**src/rtl/if_id_flush_reg.sv**
```systemverilog
// IF/ID pipeline register with flush handling.
// Holds the fetched PC/instruction for decode. On a flush the contents become
// a NOP bubble, and the next KILL_CYCLES fetch returns are dropped because
// they were already in flight on the wrong path. Every valid instruction
// dropped this way bumps a saturating squash counter.
//
// Control priority on each edge: reset > flush > stall > KILL > IDLE load.
// Decode accepts pc_out/instr_out whenever valid_out=1 and stall=0. stall
// freezes the register, and fetch is held by the same stall. For that reason
// instr_valid_in is ignored while stall=1.
//
// KILL_CYCLES must lie in 0..7 because kill_cnt is 3 bits wide.
module if_id_flush_reg #(
  parameter int unsigned     XLEN        = 32,
  parameter logic [XLEN-1:0] NOP_INSTR   = 32'h00000013,
  parameter int unsigned     KILL_CYCLES = 1,
  parameter int unsigned     CNT_W       = 16
) (
  input  logic             clk,
  input  logic             reset,
  input  logic             flush,
  input  logic             stall,
  input  logic [XLEN-1:0]  pc_in,
  input  logic [XLEN-1:0]  instr_in,
  input  logic             instr_valid_in,
  output logic [XLEN-1:0]  pc_out,
  output logic [XLEN-1:0]  instr_out,
  output logic             valid_out,
  output logic             kill_active,
  output logic [CNT_W-1:0] squash_count
);

  typedef enum logic {
    IDLE = 1'b0,
    KILL = 1'b1
  } state_t;

  localparam logic [2:0]       KILL_INIT = 3'(KILL_CYCLES);
  localparam logic [CNT_W-1:0] CNT_MAX   = '1;

  state_t           state_q, state_d;
  logic [2:0]       kill_cnt_q, kill_cnt_d;
  logic [XLEN-1:0]  pc_q, pc_d;
  logic [XLEN-1:0]  instr_q, instr_d;
  logic             valid_q, valid_d;
  logic [CNT_W-1:0] squash_q, squash_d;
  logic [1:0]       sq_inc;
  logic [CNT_W:0]   sq_sum;

  // Next-state selection for the register contents and the kill FSM.
  always_comb begin
    state_d    = state_q;
    kill_cnt_d = kill_cnt_q;
    pc_d       = pc_q;
    instr_d    = instr_q;
    valid_d    = valid_q;
    sq_inc     = 2'd0;

    if (flush) begin
      // Both the current occupant and the instruction arriving now are on
      // the wrong path, so either can be discarded by this flush.
      pc_d    = pc_in;
      instr_d = NOP_INSTR;
      valid_d = 1'b0;
      sq_inc  = {1'b0, valid_q} + {1'b0, instr_valid_in};
      if (KILL_CYCLES > 0) begin
        state_d    = KILL;
        kill_cnt_d = KILL_INIT;
      end else begin
        state_d    = IDLE;
        kill_cnt_d = 3'd0;
      end
    end else if (stall) begin
      // Hold everything. Fetch is frozen too, so its valid bit means nothing.
    end else if (state_q == KILL) begin
      // Still draining returns from before the flush. Each unstalled cycle
      // consumes one kill slot whether or not a return shows up.
      pc_d       = pc_in;
      instr_d    = NOP_INSTR;
      valid_d    = 1'b0;
      sq_inc     = {1'b0, instr_valid_in};
      kill_cnt_d = kill_cnt_q - 3'd1;
      if (kill_cnt_q <= 3'd1) begin
        state_d    = IDLE;
        kill_cnt_d = 3'd0;
      end
    end else begin
      pc_d    = pc_in;
      valid_d = instr_valid_in;
      instr_d = instr_valid_in ? instr_in : NOP_INSTR;
    end
  end

  // Saturating add. The carry out of the widened sum means we passed all-ones.
  always_comb begin
    sq_sum   = {1'b0, squash_q} + (CNT_W + 1)'(sq_inc);
    squash_d = sq_sum[CNT_W] ? CNT_MAX : sq_sum[CNT_W-1:0];
  end

  // State and output registers; reset takes effect immediately, even mid-KILL.
  always_ff @(posedge clk or posedge reset) begin
    if (reset) begin
      state_q    <= IDLE;
      kill_cnt_q <= 3'd0;
      pc_q       <= '0;
      instr_q    <= NOP_INSTR;
      valid_q    <= 1'b0;
      squash_q   <= '0;
    end else begin
      state_q    <= state_d;
      kill_cnt_q <= kill_cnt_d;
      pc_q       <= pc_d;
      instr_q    <= instr_d;
      valid_q    <= valid_d;
      squash_q   <= squash_d;
    end
  end

  assign pc_out       = pc_q;
  assign instr_out    = instr_q;
  assign valid_out    = valid_q;
  assign kill_active  = (state_q == KILL);
  assign squash_count = squash_q;

endmodule

```
**config.mk**
```make
export PLATFORM = sky130hd
export DESIGN_NAME = if_id_flush_reg
export DESIGN_NICKNAME = d
export VERILOG_FILES = /design/src/rtl/if_id_flush_reg.sv
export SDC_FILE = /design/constraint.sdc
export NUM_CORES = 1
export LEC_CHECK = 0
export ABC_AREA = 1
export BUFFER_PORTS_ARGS = -buffer_cell sky130_fd_sc_hd__buf_4
export CAP_MARGIN = 10
export CORE_MARGIN = 2
export CORE_UTILIZATION = 40
export CTS_BUF_LIST = sky130_fd_sc_hd__clkbuf_16
export CTS_CLUSTER_DIAMETER = 100
export DETAILED_ROUTE_END_ITERATION = 8
export PLACE_DENSITY = 0.67
export SYNTH_ARGS = -nofsm -noshare
export SYNTH_HDL_FRONTEND = slang
export SYNTH_SLANG_ARGS = --single-unit
```
**constraint.sdc**
```tcl
create_clock -name clk -period 2.14 [get_ports clk]
set_input_delay 0 -clock clk [delete_from_list [all_inputs] [get_ports clk]]
set_output_delay 0 -clock clk [all_outputs]
set_load 0.01 [all_outputs]
```
=== Word-level counts from Yosys, hierarchy flattened ===
Cells that the tools add are included.

* Bits in registers: 85
* Latch bits: 0
* RAM bits: 0
* ROM bits: 0
* Bits of input ports: 69
* Memories kept: 0

* Add/subtract/negate cells: 3
* Multipliers: 0
* Divide/modulo/power cells: 0
* Order comparisons: 1
* Equality and inequality tests: 1
* Shifts and indexed selects: 0
* Multiplexer cells: 21
* Bitwise operators: 0
* Reduce and logical (&&, ||, !) cells: 2

{| class="wikitable"
|+ Operator list
! cell !! number
|-
| 32-bit 2-to-1 mux || 6
|-
| 16-bit by 2-bit adder with 17-bit output || 1
|-
| 16-bit 2-to-1 mux || 1
|-
| 3-bit 2-to-1 mux || 4
|-
| 1-bit 2-to-1 mux || 9
|-
| 3-bit by 1-bit <= comparator with 1-bit output (second input constant) || 1
|-
| 3-bit by 1-bit subtractor with 3-bit output (second input constant) || 1
|-
| 1-bit by 1-bit adder with 2-bit output || 1
|-
| 2-bit 2-to-1 mux || 1
|-
| 2-bit inequality test (second input constant) || 1
|-
| 2-bit AND reduction || 1
|-
| 2-bit nonzero test || 1
|}

=== Longest topological paths before layout ===
Gate-level depths: netlist of the first run.

* Depth after elaboration: 5
* Depth in mapped cells: 12
* Mapped depth without buffers: 11

=== Worst setup path before layout of the first run ===
OpenSTA, ideal clock, no wires.

* Kind: register to register
* Start: reg valid_q (netlist: valid_out)
* End: reg squash_q[5] (netlist: squash_count[5])
* Library setup time: 0.065 ns
* Arrival: 2.049 ns
* Setup slack: 0.026 ns
* Stages on the path, launching flop included: 12
* Path buffers: 1
* Period minus slack after synthesis: 2.114 ns
* Path through: dfrtp_1 > ha_1 > a32o_1 > ha_1 > inv_1 > fa_1 > inv_1 > nand2_2 > nor2_8 > nand4_4 > buf_6 > nand2_1

* Word-level cells in the longest chain between the ends: 4

{| class="wikitable"
|+ RTL lines
! what !! line !! source
|-
| start, declared || 45 || <nowiki>logic valid_q, valid_d;</nowiki>
|-
| start signal, assigned || 114 || <nowiki>valid_q <= valid_d;</nowiki>
|-
| 1-bit by 1-bit adder with 2-bit output || 65 || <nowiki>sq_inc = {1'b0, valid_q} + {1'b0, instr_valid_in};</nowiki>
|-
| 2-bit 2-to-1 mux || 59 || <nowiki>if (flush) begin</nowiki>
|-
| 16-bit by 2-bit adder with 17-bit output || 96 || <nowiki>sq_sum = {1'b0, squash_q} + (CNT_W + 1)'(sq_inc);</nowiki>
|-
| 16-bit 2-to-1 mux || 97 || <nowiki>squash_d = sq_sum[CNT_W] ? CNT_MAX : sq_sum[CNT_W-1:0];</nowiki>
|-
| net squash_d[5] || 46 || <nowiki>logic [CNT_W-1:0] squash_q, squash_d;</nowiki>
|-
| end signal, assigned || 115 || <nowiki>squash_q <= squash_d;</nowiki>
|-
| end, declared || 46 ||
|}

The timed path passes the listed nets, and every way through them passes these cells.
A chain may end at the register's enable or synchronous reset.

=== Final worst setup path of the first run ===
* Start: reg valid_q (netlist: valid_out)
* End: reg squash_q[6] (netlist: squash_count[6])

The elaborated chain is that of the path after synthesis.

==> results of run 1 <==
==> cells by family after synthesis <==
family,synth area share
fa+ha+maj,0.0223
flops,0.576
simple gates,0.246
buf+inv,0.0785
compound gates,0.0629
xor+xnor,0.0142
==> repair_timing <==
item,CTS,global route
pin swaps,1,7
hold buffers,65,0
setup endpoints to repair,16,15
buffers inserted,2,4
resized for setup,2,15
endpoints found under the hold margin,146,0
==> final timing paths <==
path,start,to,slack (ps),depth (start not counted)
worst min-delay path,stall,kill_active,8,3
worst max-delay path,valid_out,squash_count[6],10,11
min in group asynchronous,reset,pc_out[16],390,4
max in group asynchronous,reset,instr_out[4],1390,4
worst max register to register,valid_out,squash_count[6],10,11
worst min register to register,pc_out[13],pc_out[13],480,2
==> power by group <==
| group | internal [mW] | switching (mW) | leakage (nW) |
|---|---|---|---|
| registers | 1.75 | 0.135 | 1.09 |
| logic | 0.497 | 0.424 | 2.02 |
| clock network | 0.787 | 0.621 | 0.129 |
| total | 3.04 | 1.18 | 3.24 |
==> worst register-to-register path, stage by stage (launching register included) <==
cell and delay (ps):
dfrtp_1 410, ha_4 270, a32o_2 150, ha_4 150
inv_2 40, fa_2 390, inv_2 100, nand2_4 70
nor2_8 160, buf_6 140, xnor2_2 110, nand2_2 50
==> routing by layer <==
metal	global-route usage	vias to the layer above
li1	-	1743
met1	0.256	1533
met2	0.319	127
met3	0.0634	20
met4	0.0674	0
met5	0	-
==> cell usage in the layout, fill, tap and decap left out, types with 4 or more instances in the layout <==
master	instances
buf_4	160
buf_6	4
clkbuf_16	9
dfrtp_1	82
dlygate4sd3_1	65
inv_1	53
nand2_1	160
nand2_2	11
nand3_1	9
nand3_2	5
nor2_1	10
o21ai_0	28
o21ai_1	8
xor2_1	5
==> stage by stage <==
stage	utilization	setup TNS [ps]	cells	area (um^2)	hold WS [ps]
6_report	0.659	0	762	6010	8.34
5_1_grt	0.659	-826	762	6010	11.5
4_1_cts	0.649	0	758	5910	1.63
3_5_place_dp	0.546	-1520	675	4970	172
3_3_place_gp	0.546	-132	675	4970	172
2_1_floorplan	-	0	419	3700	110
==> state kept, by name (all words and copies together), names as in the netlist <==
name	flops
instr_out	32
pc_out	32
squash_count	16
kill_cnt_q	3
kill_active	1
valid_out	1
==> synthesized netlist by cell type (all sizes together), types with 2 or more instances <==
cell type,number
nand2,172
dfrtp,82
inv,57
o21ai,36
nor2,15
buf,14
nand3,14
ha,5
xor2,5
nand4,4
dfstp,3
o22ai,3
a21oi,2
nand3b,2
==> final cells by class <==
cell class / instances / area share
well taps: 111 / 0.0231
flip-flops and latches: 85 / 0.355
multi-input cells: 263 / 0.221
clock buffers: 9 / 0.0375
repair buffers: 230 / 0.319
inverters: 57 / 0.0362
clock inverters: 7 / 0.00833
==> results_dict.tcl, run 1 <==
set metrics [dict create \
    worstPathRequired_ps 2360 \
    synth_cell_type_count 28 \
    die_w_um 100 \
    maxCapViolCount 0 \
    hp-class "input pin to flop" \
    p_leak_nw 3.24 \
    synth-edff-count 0 \
    initial_utilization 0.406 \
    tightest_slew_ps 633 \
    dieArea_mm2 0.0100 \
    tritoncts "done" \
    finalCriticalPeriod_ps 2130 \
    rsz0062_at_grt "true" \
    drc_errors 0 \
    detail_route.iter0.violations 98 \
    ant_nets 0 \
    drive_above_1_share 0.330 \
    core-area_mm2 0.00911 \
    netlist_instances 419 \
    grt_util_all_layers 0.199 \
    cp_slowest_cell "dfrtp_1" \
    grt_max_degree 86 \
    grt_first_pass_wirelength_mm 16.0 \
    max-slew-margin-rel 0.578 \
    clk_pin_slew_worst_paths_ps 60 \
    firstDrtPassIters 4 \
    path_buf_inv 3 \
    fin_skew_ps 5.41 \
    crit_fanout 4 \
    synth_area_per_cell_um2 8.82 \
    clk_latency_ps 320 \
    clock_path_buffers 2 \
    yosys_warnings 0 \
    ios 151 \
    ir_drop_mv 0.456 \
    power_density_mw_per_mm2 702 \
    critical_path_class "flop to flop" \
    gp_congestion 0.844 \
    clock_sinks 85 \
    routedWlPerCell_um 12.8 \
    crit_chain "ha_4 -> a32o_2 -> ha_4 -> inv_2 -> fa_2 -> inv_2 -> nand2_4 -> nor2_8 -> buf_6 -> xnor2_2 -> nand2_2" \
    fill_cells 708 \
    setup_viol 0 \
    cp_slowest_stage_delay_ps 410 \
    multi_input_area_mm2 0.00133 \
    cts_root_buf "clkbuf_16" \
    yosys_most_used_dff "dfrtp_1" \
    dr_total_vias 3423 \
    setup.worst_path.end_class "flop" \
    finalMaxSlewViolations 0 \
    area_delta_synth_final_pct 62.5 \
    drt_wl_total_mm 9.77 \
    synth_top_area_share 0.555 \
    layout_setup_ws_ps 9.56 \
    synth_area_leaders "dfrtp_1, nand2_1, inv_1" \
    async_flop_share 1.00 \
    synth-seq-cells 85 \
    cp_top_family "adder cells" \
    antenna_found_initial 0 \
    finalNetCount 721 \
    diodes 0 \
    met3_length_um 806 \
    first_global_vias 3406 \
    max_freq_ghz 0.469 \
    cts_buffers 9 \
    viasPerCell 4.49 \
    post-route-period-util 0.996 \
    row_count 35 \
    h-tree-depth 3 \
    finalHoldViolations 0 \
    dp_hpwl_mm 6.20 \
    die_h_um 100 \
    highest_layer "met4" \
    synth_nets 494 \
    met2_length_mm 4.58 \
    regArea_mm2 0.00213 \
    port_buffers 150 \
    yosys.area.top_type "dfrtp_1" \
    grt-ovfl-total 0 \
    wl_met1_mm 4.19 \
    yosysSeqAreaShare 0.576 \
    syn_area_mm2 0.00370 \
    status "finished clean" \
    critPathLaunchType "flop" \
    critical_path_arrival_ps 2350 \
    power_mw 4.22 \
    post-place-ws_ps -157 \
]
No activity file was read; power rests on OpenSTA's default activity.
==> run 2: changes to the inputs <==
--- a/config.mk
+++ b/config.mk
@@ -14,6 +14,8 @@
 export CTS_CLUSTER_DIAMETER = 100
 export DETAILED_ROUTE_END_ITERATION = 8
 export PLACE_DENSITY = 0.67
+export REMOVE_ABC_BUFFERS = 1
+export SETUP_SLACK_MARGIN = 0.02
 export SYNTH_ARGS = -nofsm -noshare
 export SYNTH_HDL_FRONTEND = slang
 export SYNTH_SLANG_ARGS = --single-unit
==> run 2 against run 1 <==
Effect of this change:
- non-clock buffer count decreased by 5
- via count increased by 3.2%
- flip-flop and latch count is the same
- final cell count fell by 0.66%
- highest routed layer unchanged
- fmax up 0.50%
- worst setup slack improved by 11 ps
- largest cell class unchanged
- critical path type unchanged
==> results_dict.tcl, run 2 (same netlist as run 1, synthesis figures left out) <==
set metrics [dict create \
    p_leak_nw 3.28 \
    diodes 0 \
    post-route-period-util 0.991 \
    finalNonFillerCells 757 \
    drt_wl_total_mm 10.3 \
    maxCapViolCount 0 \
    port_buffers 150 \
    grt_first_pass_wirelength_mm 16.4 \
    clock_sinks 85 \
    r2r_start "valid_out" \
    r2r_cells 11 \
    status "finished clean" \
    fin_skew_ps 5.76 \
    critical_path_class "flop to flop" \
    max-slew-margin-rel 0.615 \
    cpMostUsedCell "inv_2" \
    final_common_cell "nand2_1" \
    dieArea_mm2 0.0100 \
    crit_fanout 8 \
    setup.worst_path.end_class "flop" \
    finalMaxSlewViolations 0 \
    h-tree-depth 3 \
    dpl.cell_count 674 \
    detail_route.iter0.violations 95 \
    ant_nets 0 \
    tritoncts "done" \
    max_freq_ghz 0.472 \
    layout_common_cells "nand2_1, buf_4, dfrtp_1" \
    grt_util_all_layers 0.207 \
    core-area_mm2 0.00911 \
    grt_max_degree 59 \
    rsz0062_at_grt "true" \
    cp-endpoint "squash_count[15]" \
    power_density_mw_per_mm2 735 \
    crit_chain "ha_1 -> a32o_1 -> ha_2 -> inv_2 -> fa_2 -> inv_2 -> nand2_4 -> nor2_8 -> nand4_4 -> buf_12 -> nand3_2" \
    critical_path_arrival_ps 2380 \
    ios 151 \
    cts_buffers 9 \
    r2r_end "squash_count[15]" \
    die_h_um 100 \
    crit_start "valid_out" \
    hold_depth 3 \
    tightest_slew_ps 577 \
    critPathLaunchType "flop" \
    clk_pin_slew_worst_paths_ps 60 \
    area_delta_synth_final_pct 63.0 \
    hold_ws_ps 15.1 \
    viasPerCell 4.67 \
    worstPathRequired_ps 2400 \
    drive_above_1_share 0.331 \
    final_util 0.662 \
    drc_errors 0 \
    row_count 35 \
    firstDrtPassIters 4 \
    setup_viol 0 \
    clk_latency_ps 330 \
    dp_hpwl_mm 6.53 \
    clock_path_buffers 2 \
    gp_congestion 0.804 \
    grt-ovfl-total 0 \
    setup.reg_to_reg.worst_slack_ps 20 \
    finalCriticalPeriod_ps 2120 \
    cp_slowest_cell "fa_2" \
    routedWlPerCell_um 13.7 \
    dr_total_vias 3533 \
    ir_drop_mv 0.375 \
    initial_utilization 0.406 \
    hp-class "input pin to flop" \
    finalNetCount 716 \
    finalHoldViolations 0 \
    cp_slowest_stage_delay_ps 400 \
    first_global_vias 3493 \
    antenna_found_initial 0 \
    die_w_um 100 \
    cts_root_buf "clkbuf_16" \
]
==> run 2: changes by cell type in the layout (fill, tap and decap cells not counted), sizes merged <==
cell      before  now
inv           57   59
bufinv         0    2
clkinv         4    1
buf          165  160
clkinvlp       3    2
==> run 2: area by class of cell <==
cell class	instances	area (um^2)
Sequential cell	85	2130
Inverter	57	215
Timing Repair Buffer	225	1880
Fill cell	716	3080
Clock inverter	7	91.3
Tap cell	111	139
Multi-Input combinational cell	263	1340
Clock buffer	9	225
==> run 2: how the worst min path moves through the flow <==
stage | startpoint | end | slack, ps
detailed placement | reset | pc_out[13] | 60
global route | stall | kill_active | 40
global placement | reset | pc_out[13] | 60
floorplan | pc_in[0] | pc_out[0] | 110
CTS | stall | kill_active | 1
finish | stall | kill_active | 20
==> run 2: timing repair <==
item / 4_1_cts / 5_1_grt
setup endpoints to repair: 9 / 15
pin swaps: 0 / 10
resized for setup: 1 / 20
buffers inserted: 0 / 2
hold endpoints to repair: 91 / 0
hold buffers: 65 / 0
==> run 2: worst max-delay path: cells and delay by family, from the launching register on <==
kind / cells / cell delay (ps)
AND/OR/NAND/NOR: 4 / 370
adder cells (fa/ha/maj): 3 / 870
flip-flops: 1 / 380
AO/OA/AOI/OAI: 1 / 140
buffers and inverters: 3 / 300
==> run 2: per-stage QoR <==
| step | setup WS, ps | instance area (um^2) | power, mW | TNS [ps] |
|---|---|---|---|---|
| floorplan | -48.5 | 3620 | 2.26 | -3990 |
| global placement | 26.2 | 4970 | 2.66 | 0 |
| detailed placement | -21.9 | 4970 | 2.67 | -36.1 |
| CTS | 22.3 | 5940 | 4.44 | 0 |
| global route | -62.4 | 6030 | 4.65 | -699 |
| finish | 20.1 | 6030 | 4.43 | 0 |
==> run 2: routing by layer <==
metal  track usage  part of all wire  wire length (um)  vias to the layer above
li1              -                 -                 -                     1721
met1         0.253              0.40              4130                     1663
met2         0.345              0.52              5360                      112
met3        0.0369             0.041               424                       37
met4         0.120             0.041               429                        0
met5             0                 0                 0                        -
==> run 2: power by group <==
part / switching [mW] / internal (mW) / leakage [nW]
clock network: 0.626 / 1.02 / 0.155
logic: 0.424 / 0.474 / 2.03
registers: 0.135 / 1.75 / 1.09
